## src/rtl/id_ex_if.sv

```systemverilog
// id_ex_if: bundle between the decode stage / control unit and the ID/EX
// pipeline register.
//   master : decode side; drives the *_d control word, operands, indices and
//            the EX redirect flush_e; observes the *_e copies, valid_e,
//            stall_d and bubble_cnt.
//   slave  : the id_ex_stage register itself.
//
// Handshake: stall_d is a combinational "hold" request in the same cycle.
// While stall_d=1 the master must keep every *_d input (and its PC / IF/ID
// register) unchanged; the register inserts a bubble on that edge and captures
// the held instruction on the next edge.
interface id_ex_if #(
    parameter int XLEN = 32,
    parameter int REGW = 5,
    parameter int CNTW = 16
);
    logic [6:0]      opcode_d;
    logic            regwrite_d, luisrc_d, alusrc_d, memwrite_d;
    logic            memread_d, jumppc_d, jumpcontrol_d, bne_d;
    logic [3:0]      aluop_d;
    logic [1:0]      memtoreg_d;
    logic [XLEN-1:0] pc_d, rd1_d, rd2_d, imm_d;
    logic [REGW-1:0] rs1_d, rs2_d, rd_d;
    logic            flush_e;

    logic            regwrite_e, luisrc_e, alusrc_e, memwrite_e;
    logic            memread_e, jumppc_e, jumpcontrol_e, bne_e;
    logic [3:0]      aluop_e;
    logic [1:0]      memtoreg_e;
    logic [XLEN-1:0] pc_e, rd1_e, rd2_e, imm_e;
    logic [REGW-1:0] rs1_e, rs2_e, rd_e;
    logic            valid_e;
    logic            stall_d;
    logic [CNTW-1:0] bubble_cnt;

    modport master (
        output opcode_d, regwrite_d, luisrc_d, alusrc_d, memwrite_d, memread_d,
               jumppc_d, jumpcontrol_d, bne_d, aluop_d, memtoreg_d,
               pc_d, rd1_d, rd2_d, imm_d, rs1_d, rs2_d, rd_d, flush_e,
        input  regwrite_e, luisrc_e, alusrc_e, memwrite_e, memread_e,
               jumppc_e, jumpcontrol_e, bne_e, aluop_e, memtoreg_e,
               pc_e, rd1_e, rd2_e, imm_e, rs1_e, rs2_e, rd_e,
               valid_e, stall_d, bubble_cnt
    );

    modport slave (
        input  opcode_d, regwrite_d, luisrc_d, alusrc_d, memwrite_d, memread_d,
               jumppc_d, jumpcontrol_d, bne_d, aluop_d, memtoreg_d,
               pc_d, rd1_d, rd2_d, imm_d, rs1_d, rs2_d, rd_d, flush_e,
        output regwrite_e, luisrc_e, alusrc_e, memwrite_e, memread_e,
               jumppc_e, jumpcontrol_e, bne_e, aluop_e, memtoreg_e,
               pc_e, rd1_e, rd2_e, imm_e, rs1_e, rs2_e, rd_e,
               valid_e, stall_d, bubble_cnt
    );
endinterface

```

## src/rtl/id_ex_stage.sv

```systemverilog
// id_ex_stage: decode-to-execute pipeline register with load-use hazard
// detection, bubble insertion on hazard or EX flush, and a saturating count
// of inserted bubbles.
// Ports:
//   clk   - rising-edge clock
//   reset - synchronous, active-high; loads the bubble word, clears the count
//   bus   - id_ex_if.slave: *_d inputs and flush_e in; registered *_e copies,
//           valid_e (FSM state: 0=EMPTY, 1=FULL), combinational stall_d and
//           bubble_cnt out
module id_ex_stage #(
    parameter int XLEN = 32,
    parameter int REGW = 5,
    parameter int CNTW = 16
) (
    input  logic    clk,
    input  logic    reset,
    id_ex_if.slave  bus
);
    typedef enum logic {EMPTY = 1'b0, FULL = 1'b1} state_t;

    typedef struct packed {
        logic            regwrite;
        logic [3:0]      aluop;
        logic            luisrc;
        logic            alusrc;
        logic            memwrite;
        logic            memread;
        logic [1:0]      memtoreg;
        logic            jumppc;
        logic            jumpcontrol;
        logic            bne;
        logic [XLEN-1:0] pc;
        logic [XLEN-1:0] rd1;
        logic [XLEN-1:0] rd2;
        logic [XLEN-1:0] imm;
        logic [REGW-1:0] rs1;
        logic [REGW-1:0] rs2;
        logic [REGW-1:0] rd;
    } ex_word_t;

    state_t          state_q, state_d;
    ex_word_t        ex_q, ex_d;
    logic [CNTW-1:0] cnt_q, cnt_d;

    ex_word_t bubble_w;
    ex_word_t capture_w;
    logic     uses_rs1, uses_rs2, haz;

    always_comb begin
        bubble_w        = '0;
        bubble_w.aluop  = 4'b0010;
        bubble_w.luisrc = 1'b1;
        bubble_w.alusrc = 1'b1;

        capture_w.regwrite    = bus.regwrite_d;
        capture_w.aluop       = bus.aluop_d;
        capture_w.luisrc      = bus.luisrc_d;
        capture_w.alusrc      = bus.alusrc_d;
        capture_w.memwrite    = bus.memwrite_d;
        capture_w.memread     = bus.memread_d;
        capture_w.memtoreg    = bus.memtoreg_d;
        capture_w.jumppc      = bus.jumppc_d;
        capture_w.jumpcontrol = bus.jumpcontrol_d;
        capture_w.bne         = bus.bne_d;
        capture_w.pc          = bus.pc_d;
        capture_w.rd1         = bus.rd1_d;
        capture_w.rd2         = bus.rd2_d;
        capture_w.imm         = bus.imm_d;
        capture_w.rs1         = bus.rs1_d;
        capture_w.rs2         = bus.rs2_d;
        capture_w.rd          = bus.rd_d;
    end

    // Operand use. lui/jal have no rs1; the all-zero control-unit default
    // opcode is a nop and reads neither register. rs2 is read only by
    // R-type, stores and branches.
    always_comb begin
        uses_rs1 = 1'b1;
        uses_rs2 = 1'b0;
        case (bus.opcode_d)
            7'b0110111, 7'b1101111, 7'b0000000: uses_rs1 = 1'b0;
            default:                            uses_rs1 = 1'b1;
        endcase
        case (bus.opcode_d)
            7'b0110011, 7'b0100011, 7'b1100011: uses_rs2 = 1'b1;
            default:                            uses_rs2 = 1'b0;
        endcase
    end

    always_comb begin
        haz = (state_q == FULL) && ex_q.memread && (ex_q.rd != '0) &&
              ((uses_rs1 && (bus.rs1_d == ex_q.rd)) ||
               (uses_rs2 && (bus.rs2_d == ex_q.rd)));
        // A redirect discards the decode instruction anyway, so never hold it.
        bus.stall_d = haz && !bus.flush_e;
    end

    // Next state: flush and hazard both squash to a single bubble.
    always_comb begin
        state_d = state_q;
        ex_d    = ex_q;
        cnt_d   = cnt_q;
        if (bus.flush_e || haz) begin
            state_d = EMPTY;
            ex_d    = bubble_w;
            if (cnt_q != '1) begin
                cnt_d = cnt_q + CNTW'(1);
            end
        end else begin
            state_d = FULL;
            ex_d    = capture_w;
        end
    end

    always_ff @(posedge clk) begin
        if (reset) begin
            state_q <= EMPTY;
            ex_q    <= bubble_w;
            cnt_q   <= '0;
        end else begin
            state_q <= state_d;
            ex_q    <= ex_d;
            cnt_q   <= cnt_d;
        end
    end

    assign bus.valid_e       = (state_q == FULL);
    assign bus.bubble_cnt    = cnt_q;
    assign bus.regwrite_e    = ex_q.regwrite;
    assign bus.aluop_e       = ex_q.aluop;
    assign bus.luisrc_e      = ex_q.luisrc;
    assign bus.alusrc_e      = ex_q.alusrc;
    assign bus.memwrite_e    = ex_q.memwrite;
    assign bus.memread_e     = ex_q.memread;
    assign bus.memtoreg_e    = ex_q.memtoreg;
    assign bus.jumppc_e      = ex_q.jumppc;
    assign bus.jumpcontrol_e = ex_q.jumpcontrol;
    assign bus.bne_e         = ex_q.bne;
    assign bus.pc_e          = ex_q.pc;
    assign bus.rd1_e         = ex_q.rd1;
    assign bus.rd2_e         = ex_q.rd2;
    assign bus.imm_e         = ex_q.imm;
    assign bus.rs1_e         = ex_q.rs1;
    assign bus.rs2_e         = ex_q.rs2;
    assign bus.rd_e          = ex_q.rd;
endmodule

```

## src/flat_wrapper.sv

```systemverilog
// flat-port wrapper written by rule: the top's interface ports become plain ports
module id_ex_stage_flat 
#(
    parameter int XLEN = 32,
    parameter int REGW = 5,
    parameter int CNTW = 16
)
  (clk, reset, bus_opcode_d, bus_regwrite_d, bus_luisrc_d, bus_alusrc_d, bus_memwrite_d, bus_memread_d, bus_jumppc_d, bus_jumpcontrol_d, bus_bne_d, bus_aluop_d, bus_memtoreg_d, bus_pc_d, bus_rd1_d, bus_rd2_d, bus_imm_d, bus_rs1_d, bus_rs2_d, bus_rd_d, bus_flush_e, bus_regwrite_e, bus_luisrc_e, bus_alusrc_e, bus_memwrite_e, bus_memread_e, bus_jumppc_e, bus_jumpcontrol_e, bus_bne_e, bus_aluop_e, bus_memtoreg_e, bus_pc_e, bus_rd1_e, bus_rd2_e, bus_imm_e, bus_rs1_e, bus_rs2_e, bus_rd_e, bus_valid_e, bus_stall_d, bus_bubble_cnt);
  id_ex_if #(.XLEN(XLEN), .REGW(REGW), .CNTW(CNTW)) bus_i ();
  input  logic clk;
  input  logic reset;
  input wire logic [$bits(bus_i.opcode_d)-1:0] bus_opcode_d;
  input wire logic [$bits(bus_i.regwrite_d)-1:0] bus_regwrite_d;
  input wire logic [$bits(bus_i.luisrc_d)-1:0] bus_luisrc_d;
  input wire logic [$bits(bus_i.alusrc_d)-1:0] bus_alusrc_d;
  input wire logic [$bits(bus_i.memwrite_d)-1:0] bus_memwrite_d;
  input wire logic [$bits(bus_i.memread_d)-1:0] bus_memread_d;
  input wire logic [$bits(bus_i.jumppc_d)-1:0] bus_jumppc_d;
  input wire logic [$bits(bus_i.jumpcontrol_d)-1:0] bus_jumpcontrol_d;
  input wire logic [$bits(bus_i.bne_d)-1:0] bus_bne_d;
  input wire logic [$bits(bus_i.aluop_d)-1:0] bus_aluop_d;
  input wire logic [$bits(bus_i.memtoreg_d)-1:0] bus_memtoreg_d;
  input wire logic [$bits(bus_i.pc_d)-1:0] bus_pc_d;
  input wire logic [$bits(bus_i.rd1_d)-1:0] bus_rd1_d;
  input wire logic [$bits(bus_i.rd2_d)-1:0] bus_rd2_d;
  input wire logic [$bits(bus_i.imm_d)-1:0] bus_imm_d;
  input wire logic [$bits(bus_i.rs1_d)-1:0] bus_rs1_d;
  input wire logic [$bits(bus_i.rs2_d)-1:0] bus_rs2_d;
  input wire logic [$bits(bus_i.rd_d)-1:0] bus_rd_d;
  input wire logic [$bits(bus_i.flush_e)-1:0] bus_flush_e;
  output wire logic [$bits(bus_i.regwrite_e)-1:0] bus_regwrite_e;
  output wire logic [$bits(bus_i.luisrc_e)-1:0] bus_luisrc_e;
  output wire logic [$bits(bus_i.alusrc_e)-1:0] bus_alusrc_e;
  output wire logic [$bits(bus_i.memwrite_e)-1:0] bus_memwrite_e;
  output wire logic [$bits(bus_i.memread_e)-1:0] bus_memread_e;
  output wire logic [$bits(bus_i.jumppc_e)-1:0] bus_jumppc_e;
  output wire logic [$bits(bus_i.jumpcontrol_e)-1:0] bus_jumpcontrol_e;
  output wire logic [$bits(bus_i.bne_e)-1:0] bus_bne_e;
  output wire logic [$bits(bus_i.aluop_e)-1:0] bus_aluop_e;
  output wire logic [$bits(bus_i.memtoreg_e)-1:0] bus_memtoreg_e;
  output wire logic [$bits(bus_i.pc_e)-1:0] bus_pc_e;
  output wire logic [$bits(bus_i.rd1_e)-1:0] bus_rd1_e;
  output wire logic [$bits(bus_i.rd2_e)-1:0] bus_rd2_e;
  output wire logic [$bits(bus_i.imm_e)-1:0] bus_imm_e;
  output wire logic [$bits(bus_i.rs1_e)-1:0] bus_rs1_e;
  output wire logic [$bits(bus_i.rs2_e)-1:0] bus_rs2_e;
  output wire logic [$bits(bus_i.rd_e)-1:0] bus_rd_e;
  output wire logic [$bits(bus_i.valid_e)-1:0] bus_valid_e;
  output wire logic [$bits(bus_i.stall_d)-1:0] bus_stall_d;
  output wire logic [$bits(bus_i.bubble_cnt)-1:0] bus_bubble_cnt;
  assign bus_i.opcode_d = bus_opcode_d;
  assign bus_i.regwrite_d = bus_regwrite_d;
  assign bus_i.luisrc_d = bus_luisrc_d;
  assign bus_i.alusrc_d = bus_alusrc_d;
  assign bus_i.memwrite_d = bus_memwrite_d;
  assign bus_i.memread_d = bus_memread_d;
  assign bus_i.jumppc_d = bus_jumppc_d;
  assign bus_i.jumpcontrol_d = bus_jumpcontrol_d;
  assign bus_i.bne_d = bus_bne_d;
  assign bus_i.aluop_d = bus_aluop_d;
  assign bus_i.memtoreg_d = bus_memtoreg_d;
  assign bus_i.pc_d = bus_pc_d;
  assign bus_i.rd1_d = bus_rd1_d;
  assign bus_i.rd2_d = bus_rd2_d;
  assign bus_i.imm_d = bus_imm_d;
  assign bus_i.rs1_d = bus_rs1_d;
  assign bus_i.rs2_d = bus_rs2_d;
  assign bus_i.rd_d = bus_rd_d;
  assign bus_i.flush_e = bus_flush_e;
  assign bus_regwrite_e = bus_i.regwrite_e;
  assign bus_luisrc_e = bus_i.luisrc_e;
  assign bus_alusrc_e = bus_i.alusrc_e;
  assign bus_memwrite_e = bus_i.memwrite_e;
  assign bus_memread_e = bus_i.memread_e;
  assign bus_jumppc_e = bus_i.jumppc_e;
  assign bus_jumpcontrol_e = bus_i.jumpcontrol_e;
  assign bus_bne_e = bus_i.bne_e;
  assign bus_aluop_e = bus_i.aluop_e;
  assign bus_memtoreg_e = bus_i.memtoreg_e;
  assign bus_pc_e = bus_i.pc_e;
  assign bus_rd1_e = bus_i.rd1_e;
  assign bus_rd2_e = bus_i.rd2_e;
  assign bus_imm_e = bus_i.imm_e;
  assign bus_rs1_e = bus_i.rs1_e;
  assign bus_rs2_e = bus_i.rs2_e;
  assign bus_rd_e = bus_i.rd_e;
  assign bus_valid_e = bus_i.valid_e;
  assign bus_stall_d = bus_i.stall_d;
  assign bus_bubble_cnt = bus_i.bubble_cnt;
  id_ex_stage #(.XLEN(XLEN), .REGW(REGW), .CNTW(CNTW)) u_core (.clk(clk), .reset(reset), .bus(bus_i));
endmodule
```

## config.mk

```make
export PLATFORM = sky130hd
export DESIGN_NAME = id_ex_stage_flat
export DESIGN_NICKNAME = d
export VERILOG_FILES = /design/src/rtl/id_ex_if.sv /design/src/rtl/id_ex_stage.sv /design/src/flat_wrapper.sv
export SDC_FILE = /design/constraint.sdc
export NUM_CORES = 1
export LEC_CHECK = 0
export BUFFER_PORTS_ARGS = -buffer_cell sky130_fd_sc_hd__buf_2
export CORE_AREA = 2 2 133 135
export DETAILED_ROUTE_END_ITERATION = 8
export DIE_AREA = 0 0 135 137
export PLACE_DENSITY = 0.62
export REMOVE_ABC_BUFFERS = 1
export SLEW_MARGIN = 15
export SYNTH_ARGS = -nofsm -noshare
export SYNTH_HDL_FRONTEND = slang
export SYNTH_SLANG_ARGS = --single-unit
export TNS_END_PERCENT = 1
```

## constraint.sdc

```tcl
create_clock -name clk -period 3.5 [get_ports clk]
set_input_delay 0.7 -clock clk [delete_from_list [all_inputs] [get_ports clk]]
set_output_delay 0.7 -clock clk [all_outputs]
set_load 0.01 [all_outputs]
```

==> impl_metrics.py, run 1 <==
metrics = {
    "outcome": {
        "status": "finished, final reports clean",
    },
    "synth": {
        "synth-xor-area-share_pct": 1.66,
        "synth-compound-area-share_pct": 3.84,
        "muxShareOfSynthArea_pct": 0.641,
        "ys_top_cells_by_count": "174 x dfxtp_1, 154 x and2_1, 15 x buf_2, 14 x a21oi_1",
        "synth_top_area_share_pct": 66.1,
        "post_synth_and_or_nand_nor_area_fraction_pct": 25.1,
        "synth_area_leaders": "dfxtp_1 66%, and2_1 18%, buf_2 1.4%",
        "syn_avg_cell_area_um2": 11.4,
        "synth_ff_type": "dfxtp_1",
        "ys_seq_area_share_pct": 66.1,
        "syn_area_um2": 5270,
        "synth_edf_count": 0,
        "yosysWarnings": 0,
        "synth_fa_ha_area_share_pct": 0.237,
        "async_flop_share_pct": 0,
        "synthesis.instances": 463,
        "yosysMostFrequentCell": "dfxtp_1",
        "synth-seq-cells": 174,
        "synth_top_family_by_area": "simple AND/OR/NAND/NOR gates",
        "yosysUniqueCellTypes": 35,
        "yosys.area.top_type": "dfxtp_1",
    },
    "floorplan": {
        "start_util_pct": 30.9,
        "die_h_um": 137,
        "fp-row-count": 48,
        "ioPinCount": 342,
        "die_w_um": 135,
        "dieArea_um2": 18500,
        "core_um2": 17100,
    },
    "setup_path": {
        "path_max_fanout": 4,
        "critPathKind": "in2out",
        "crit_arrival_ns": 2.02,
        "worst-path-buf-inv": 2,
        "critical_path.max_stage_delay_ns": 0.52,
        "cp_data_required_time_ns": 2.80,
        "critPathTopFamily": "simple AND/OR/NAND/NOR gates",
        "critPathSlowestCell": "or4_1",
        "path_cells": "buf_2 > or4_1 > nor4_1 > nor4_1 > a21oi_1 > nor2_1 > buf_2",
        "end_kind": "output pin",
        "startpoint_type": "input pin",
    },
    "timing": {
        "rsz0062_at_grt": "no",
        "fmax_mhz": 367,
        "fin_skew_ns": 0.0145,
        "hold_slack_ns": 0.461,
        "fin_crit_ns": 2.72,
        "fin_crit_sh_pct": 77.8,
        "tns_ns": 0,
        "hold_viol": 0,
        "report.final.slew_viol_count": 0,
        "tightestPinTransition_ns": 0.632,
        "setup_viol": 0,
        "relSlewSlack_pct": 57.3,
    },
    "place": {
        "numPortBuffers": 341,
        "dpl_cell_area_um2": 7200,
        "hpwl_um": 11400,
        "gp_congestion": 0.763,
    },
    "pwr": {
        "comb_power_share_pct": 7.4,
        "p_seq_share_pct": 49.7,
        "powerDensity_nw_per_um2": 539,
        "swShare_pct": 24.5,
        "ir_worst_vdd_mv": 0.300,
        "p_sw_mw": 1.02,
        "internal-power_mw": 3.15,
        "p_leak_nw": 3.88,
        "fin_total_pwr_mw": 4.18,
        "p_clk_share_pct": 42.9,
    },
    "routing": {
        "drt-initial-drc-count": 169,
        "antenna_left": 0,
        "wl_um": 14800,
        "wl_per_cell_um": 14.2,
        "vias": 4296,
        "viasPerCell": 4.12,
        "first_pass_iters": 4,
        "drcViolationCount": 0,
    },
    "run": {
        "cap_violations": 0,
    },
    "clocking": {
        "tritoncts": "done",
        "cts_buffer_depth": 2,
        "cts_resized": 0,
        "clock_latency_ns": 0.42,
        "ctsHoldBuffers": 0,
        "cts.clk_slew.worst_paths_ns": 0.07,
        "cts_max_level": 4,
        "clkSinkCount": 174,
        "numCtsBuffers": 17,
        "post-cts-setup-buffers": 0,
        "clock-root-buffer": "clkbuf_16",
    },
    "global_route": {
        "grt_use_total_pct": 15.0,
        "antenna_found_initial": 1,
        "grt_max_degree": 104,
        "first_global_vias": 4071,
        "grt_pass1_wl_um": 21100,
        "grt_overflow": 0,
    },
    "layout": {
        "n_antenna_cell": 0,
        "layout-drive-gt1-share_pct": 47.1,
        "syn2layout_area_growth_pct": 47.1,
        "final_util_pct": 45.5,
        "fin_area_um2": 7750,
        "fin_nets": 972,
    },
    "min_path": {
        "hold_path.class": "in2reg",
    },
}
==> routing by layer <==
metal / track usage [%] / routed length [µm] / vias to the layer above / part of all wire, %
met3: 6.37 / 1220 / 20 / 8.2
met5: 0 / 13 / - / 0.088
met1: 16.5 / 5790 / 1906 / 39
met4: 5.84 / 276 / 2 / 1.9
met2: 25.7 / 7460 / 191 / 51
li1: - / - / 2177 / -
==> cell type report <==
class                           count  area, µm²
Timing Repair Buffer              346       1760
Sequential cell                   174       3480
Tap cell                          225        282
Fill cell                        1690       9300
Inverter                            3       11.3
Clock inverter                     14        124
Clock buffer                       18        429
Multi-Input combinational cell    262       1670
==> cell families (layout without fill, tap and decap cells) <==
| logic type | Yosys count | in the layout |
|---|---|---|
| AO/OA/AOI/OAI | 32 | 32 |
| XOR/XNOR | 10 | 10 |
| buffers and inverters | 27 | 381 |
| multiplexers | 3 | 3 |
| adder cells (fa/ha/maj) | 1 | 1 |
| AND/OR/NAND/NOR | 216 | 216 |
| flip-flops | 174 | 174 |
==> sequential cells by signal, indices dropped and copies added, names as in the netlist, 2 cells and up <==
signal and count:
u_core.bus.imm_e 32, u_core.bus.rs1_e 5, u_core.bus.rd1_e 32, u_core.bus.rd2_e 32
u_core.bus.aluop_e 4, u_core.bus.rd_e 5, u_core.bus.bubble_cnt 16, u_core.bus.rs2_e 5
u_core.bus.pc_e 32, u_core.bus.memtoreg_e 2
==> path summary, 6_finish.rpt <==
kind	startpoint	endpoint	slack (ns)	cells after the start
min	bus_alusrc_d	u_core.bus.alusrc_e	0.46	2
max reg2reg	u_core.bus.rd_e[0]	u_core.bus.pc_e[4]	1.15	7
max	bus_opcode_d[3]	bus_stall_d	0.78	7
min reg2reg	u_core.bus.bubble_cnt[9]	u_core.bus.bubble_cnt[9]	0.51	2
==> power groups by stage <==
stage | combinational [mW] | clock, mW | sequential, mW
floorplan | 0.0778 | 0 | 2.16
global placement | 0.314 | 0 | 2.12
detailed placement | 0.316 | 0 | 2.12
CTS | 0.317 | 1.85 | 2.08
global route | 0.343 | 1.93 | 2.08
finish | 0.311 | 1.79 | 2.08
==> through the flow <==
stage                     setup slack [ns]  std cells
after global routing                 0.703       1042
after global placement               0.598       1010
after floorplan                     -0.889        439
final                                0.777       1042
after CTS                            0.762       1042
after detailed placement             0.617       1010
==> cell usage in the layout (no fill, tap or decap), drive strengths merged, types with 3 or more instances in the layout <==
master | synthesis | layout
xor2 | 4 | 4
nand3 | 9 | 9
o21ai | 4 | 4
a21oi | 14 | 14
nand2 | 8 | 8
inv | 3 | 11
dfxtp | 174 | 174
nand2b | 4 | 4
xnor2 | 6 | 6
nor2 | 10 | 10
clkinvlp | 0 | 4
o31ai | 8 | 8
or3 | 4 | 4
buf | 17 | 346
or4 | 10 | 10
nor4 | 7 | 7
mux2 | 3 | 3
and2 | 154 | 154
clkbuf | 7 | 18
==> worst register-to-register path: cells and delay by family, from the launching register on <==
| family | cells | cell delay, ns |
|---|---|---|
| AND/OR/NAND/NOR | 4 | 1.12 |
| AO/OA/AOI/OAI | 2 | 0.46 |
| buffers and inverters | 1 | 0.37 |
| flip-flops | 1 | 0.35 |
Note: power is estimated with default switching activity, not from simulation.
==> run 2, diff against run 1 <==
--- a/config.mk
+++ b/config.mk
@@ -6,10 +6,10 @@
 export NUM_CORES = 1
 export LEC_CHECK = 0
 export BUFFER_PORTS_ARGS = -buffer_cell sky130_fd_sc_hd__buf_2
-export CORE_AREA = 2 2 133 135
+export CORE_AREA = 2 2 132 134
 export DETAILED_ROUTE_END_ITERATION = 8
-export DIE_AREA = 0 0 135 137
-export PLACE_DENSITY = 0.62
+export DIE_AREA = 0 0 134 136
+export PLACE_DENSITY = 0.65
 export REMOVE_ABC_BUFFERS = 1
 export SLEW_MARGIN = 15
 export SYNTH_ARGS = -nofsm -noshare
==> constraint.sdc (replaced) <==
create_clock -name clk -period 2.2 [get_ports clk]
set_input_delay 0.44 -clock clk [delete_from_list [all_inputs] [get_ports clk]]
set_output_delay 0.44 -clock clk [all_outputs]
set_load 0.01 [all_outputs]
==> run 2 against run 1 <==
Effect of this change: the flow now finishes with violations (setup timing); critical path type unchanged; largest power group unchanged; clock power grew 56%; sequential power grew 59%; largest cell class unchanged; utilization grew 2.5 points.
==> impl_metrics.py, run 2 (synthesized netlist as in run 1, its figures left out) <==
metrics = {
    "outcome": {
        "status": "finished, violations left",
        "violations": "setup timing",
    },
    "setup_path": {
        "reg2reg_setup_slack_ns": -0.14,
        "critPathKind": "in2out",
        "path_max_fanout": 4,
        "cp_data_required_time_ns": 1.76,
        "startpoint_type": "input pin",
        "end_kind": "output pin",
        "reg2regPathDepth": 8,
        "crit_arrival_ns": 1.90,
        "r2r-start": "u_core.bus.rd_e[1]",
        "r2r_end": "u_core.bus.bubble_cnt[8]",
    },
    "floorplan": {
        "die_w_um": 134,
        "start_util_pct": 31.2,
        "die_h_um": 136,
        "dieArea_um2": 18200,
        "fp-row-count": 48,
        "core_um2": 16900,
        "ioPinCount": 342,
    },
    "min_path": {
        "holdPathStages": 2,
        "hold_path.class": "in2reg",
        "hold_end": "u_core.bus.alusrc_e",
        "holdCritStartpoint": "bus_alusrc_d",
    },
    "timing": {
        "fin_crit_ns": 2.34,
        "fin_skew_ns": 0.00925,
        "tns_ns": -16.23,
        "fin_crit_sh_pct": 106,
        "hold_viol": 0,
        "report.final.slew_viol_count": 0,
        "relSlewSlack_pct": 73.5,
        "setup_viol": 166,
        "rsz0062_at_grt": "yes",
        "tightestPinTransition_ns": 0.395,
        "timing.final.ws_setup_ns": -0.141,
        "fmax_mhz": 427,
        "hold_slack_ns": 0.203,
    },
    "layout": {
        "final_util_pct": 47.9,
        "register_area_um2": 3490,
        "fin_area_um2": 8090,
        "final_common_cell": "buf_2",
        "multi_input_area_um2": 1820,
        "layout-drive-gt1-share_pct": 51.3,
        "most-common-layout-cells": "341 x buf_2, 170 x dfxtp_1, 153 x and2_1, 19 x clkbuf_16, 12 x buf_4",
        "finalNonFillerCells": 1057,
        "nFillCells": 1595,
        "fin_nets": 986,
        "syn2layout_area_growth_pct": 53.4,
    },
    "global_route": {
        "grt_pass1_wl_um": 21400,
        "grt_overflow": 0,
        "antenna_found_initial": 2,
        "grt_max_degree": 64,
        "first_global_vias": 4109,
        "grt_use_total_pct": 15.2,
    },
    "pwr": {
        "p_clk_share_pct": 42.1,
        "comb_power_share_pct": 8.2,
        "p_leak_nw": 4.01,
        "ir_worst_vdd_mv": 0.555,
        "swShare_pct": 23.8,
        "internal-power_mw": 5.07,
        "p_seq_share_pct": 49.6,
        "p_sw_mw": 1.58,
        "powerDensity_nw_per_um2": 823,
        "fin_total_pwr_mw": 6.65,
    },
    "place": {
        "gp_congestion": 0.825,
        "hpwl_um": 11000,
        "numPortBuffers": 341,
        "pre_cts_slack_ns": -0.319,
        "dpl_cell_area_um2": 7280,
        "dp.cells": 1017,
    },
    "routing": {
        "antenna_left": 0,
        "viasPerCell": 4.16,
        "wl_um": 15100,
        "wl_per_cell_um": 14.2,
        "first_pass_iters": 7,
        "vias": 4400,
        "drt-initial-drc-count": 159,
        "drcViolationCount": 0,
    },
    "run": {
        "cap_violations": 0,
    },
    "clocking": {
        "tritoncts": "done",
        "cts_buffer_depth": 2,
        "clock-root-buffer": "clkbuf_16",
        "clock_latency_ns": 0.41,
        "cts_max_level": 4,
        "clkSinkCount": 174,
        "numCtsBuffers": 17,
        "cts.clk_slew.worst_paths_ns": 0.07,
    },
}
==> run 2: cell count changes in the layout (fill, tap and decap cells not counted), moves of 3 or more <==
cell        before  now
a21oi_1         14    6
clkinvlp_4       4    1
or4_4            0    6
nor4_4           0    4
nor4_1           5    0
or4_1           10    4
a21oi_2          0    8
dfxtp_1        174  170
buf_4            4   12
==> run 2: routing by layer <==
layer / GRT usage (%) / up-vias / part of all wire, %
li1: - / 2207 / -
met1: 17.2 / 2001 / 39
met2: 25.6 / 181 / 51
met3: 6.71 / 11 / 8.3
met4: 5.32 / 0 / 1.3
met5: 0 / - / 0
==> run 2: what timing repair did <==
action	4_1_cts	5_1_grt
setup endpoints to repair	151	142
resized for setup	10	28
hold buffers	0	0
gates cloned	0	2
pin swaps	4	28
setup buffers	1	4
==> run 2: power by group through the flow <==
stage / registers (mW) / logic, mW / clock network (mW)
4_1_cts: 3.30 / 0.526 / 2.90
3_5_place_dp: 3.37 / 0.516 / 0
6_report: 3.30 / 0.547 / 2.80
3_3_place_gp: 3.37 / 0.511 / 0
5_1_grt: 3.31 / 0.598 / 3.06
2_1_floorplan: 3.44 / 0.124 / 0
==> run 2: worst max-delay path, stage by stage <==
cell     delay [ns]
buf_2          0.12
or4_1          0.58
nor4_4         0.22
nor4_4         0.10
buf_4          0.15
a21oi_2        0.10
nor2_1         0.06
buf_2          0.13
==> run 2: how the worst max path moves through the flow <==
stage                             from                     to  cells past startpoint
global route        u_core.bus.rd_e[1]            bus_stall_d                      6
detailed placement     bus_opcode_d[3]   u_core.bus.imm_e[10]                      8
CTS                 u_core.bus.rd_e[1]            bus_stall_d                      6
global placement       bus_opcode_d[3]   u_core.bus.imm_e[15]                      8
floorplan              bus_opcode_d[3]  u_core.bus.aluop_e[0]                      6
finish                 bus_opcode_d[3]            bus_stall_d                      8
==> run 2: layout make-up <==
| type | count | share of cell area, % |
|---|---|---|
| Tap cell | 225 | 3.48 |
| Clock inverter | 12 | 1.25 |
| Sequential cell | 174 | 43.2 |
| Inverter | 3 | 0.139 |
| Timing Repair Buffer | 360 | 23.9 |
| Multi-Input combinational cell | 262 | 22.5 |
| Antenna cell | 1 | 0.0309 |
| Clock buffer | 20 | 5.52 |
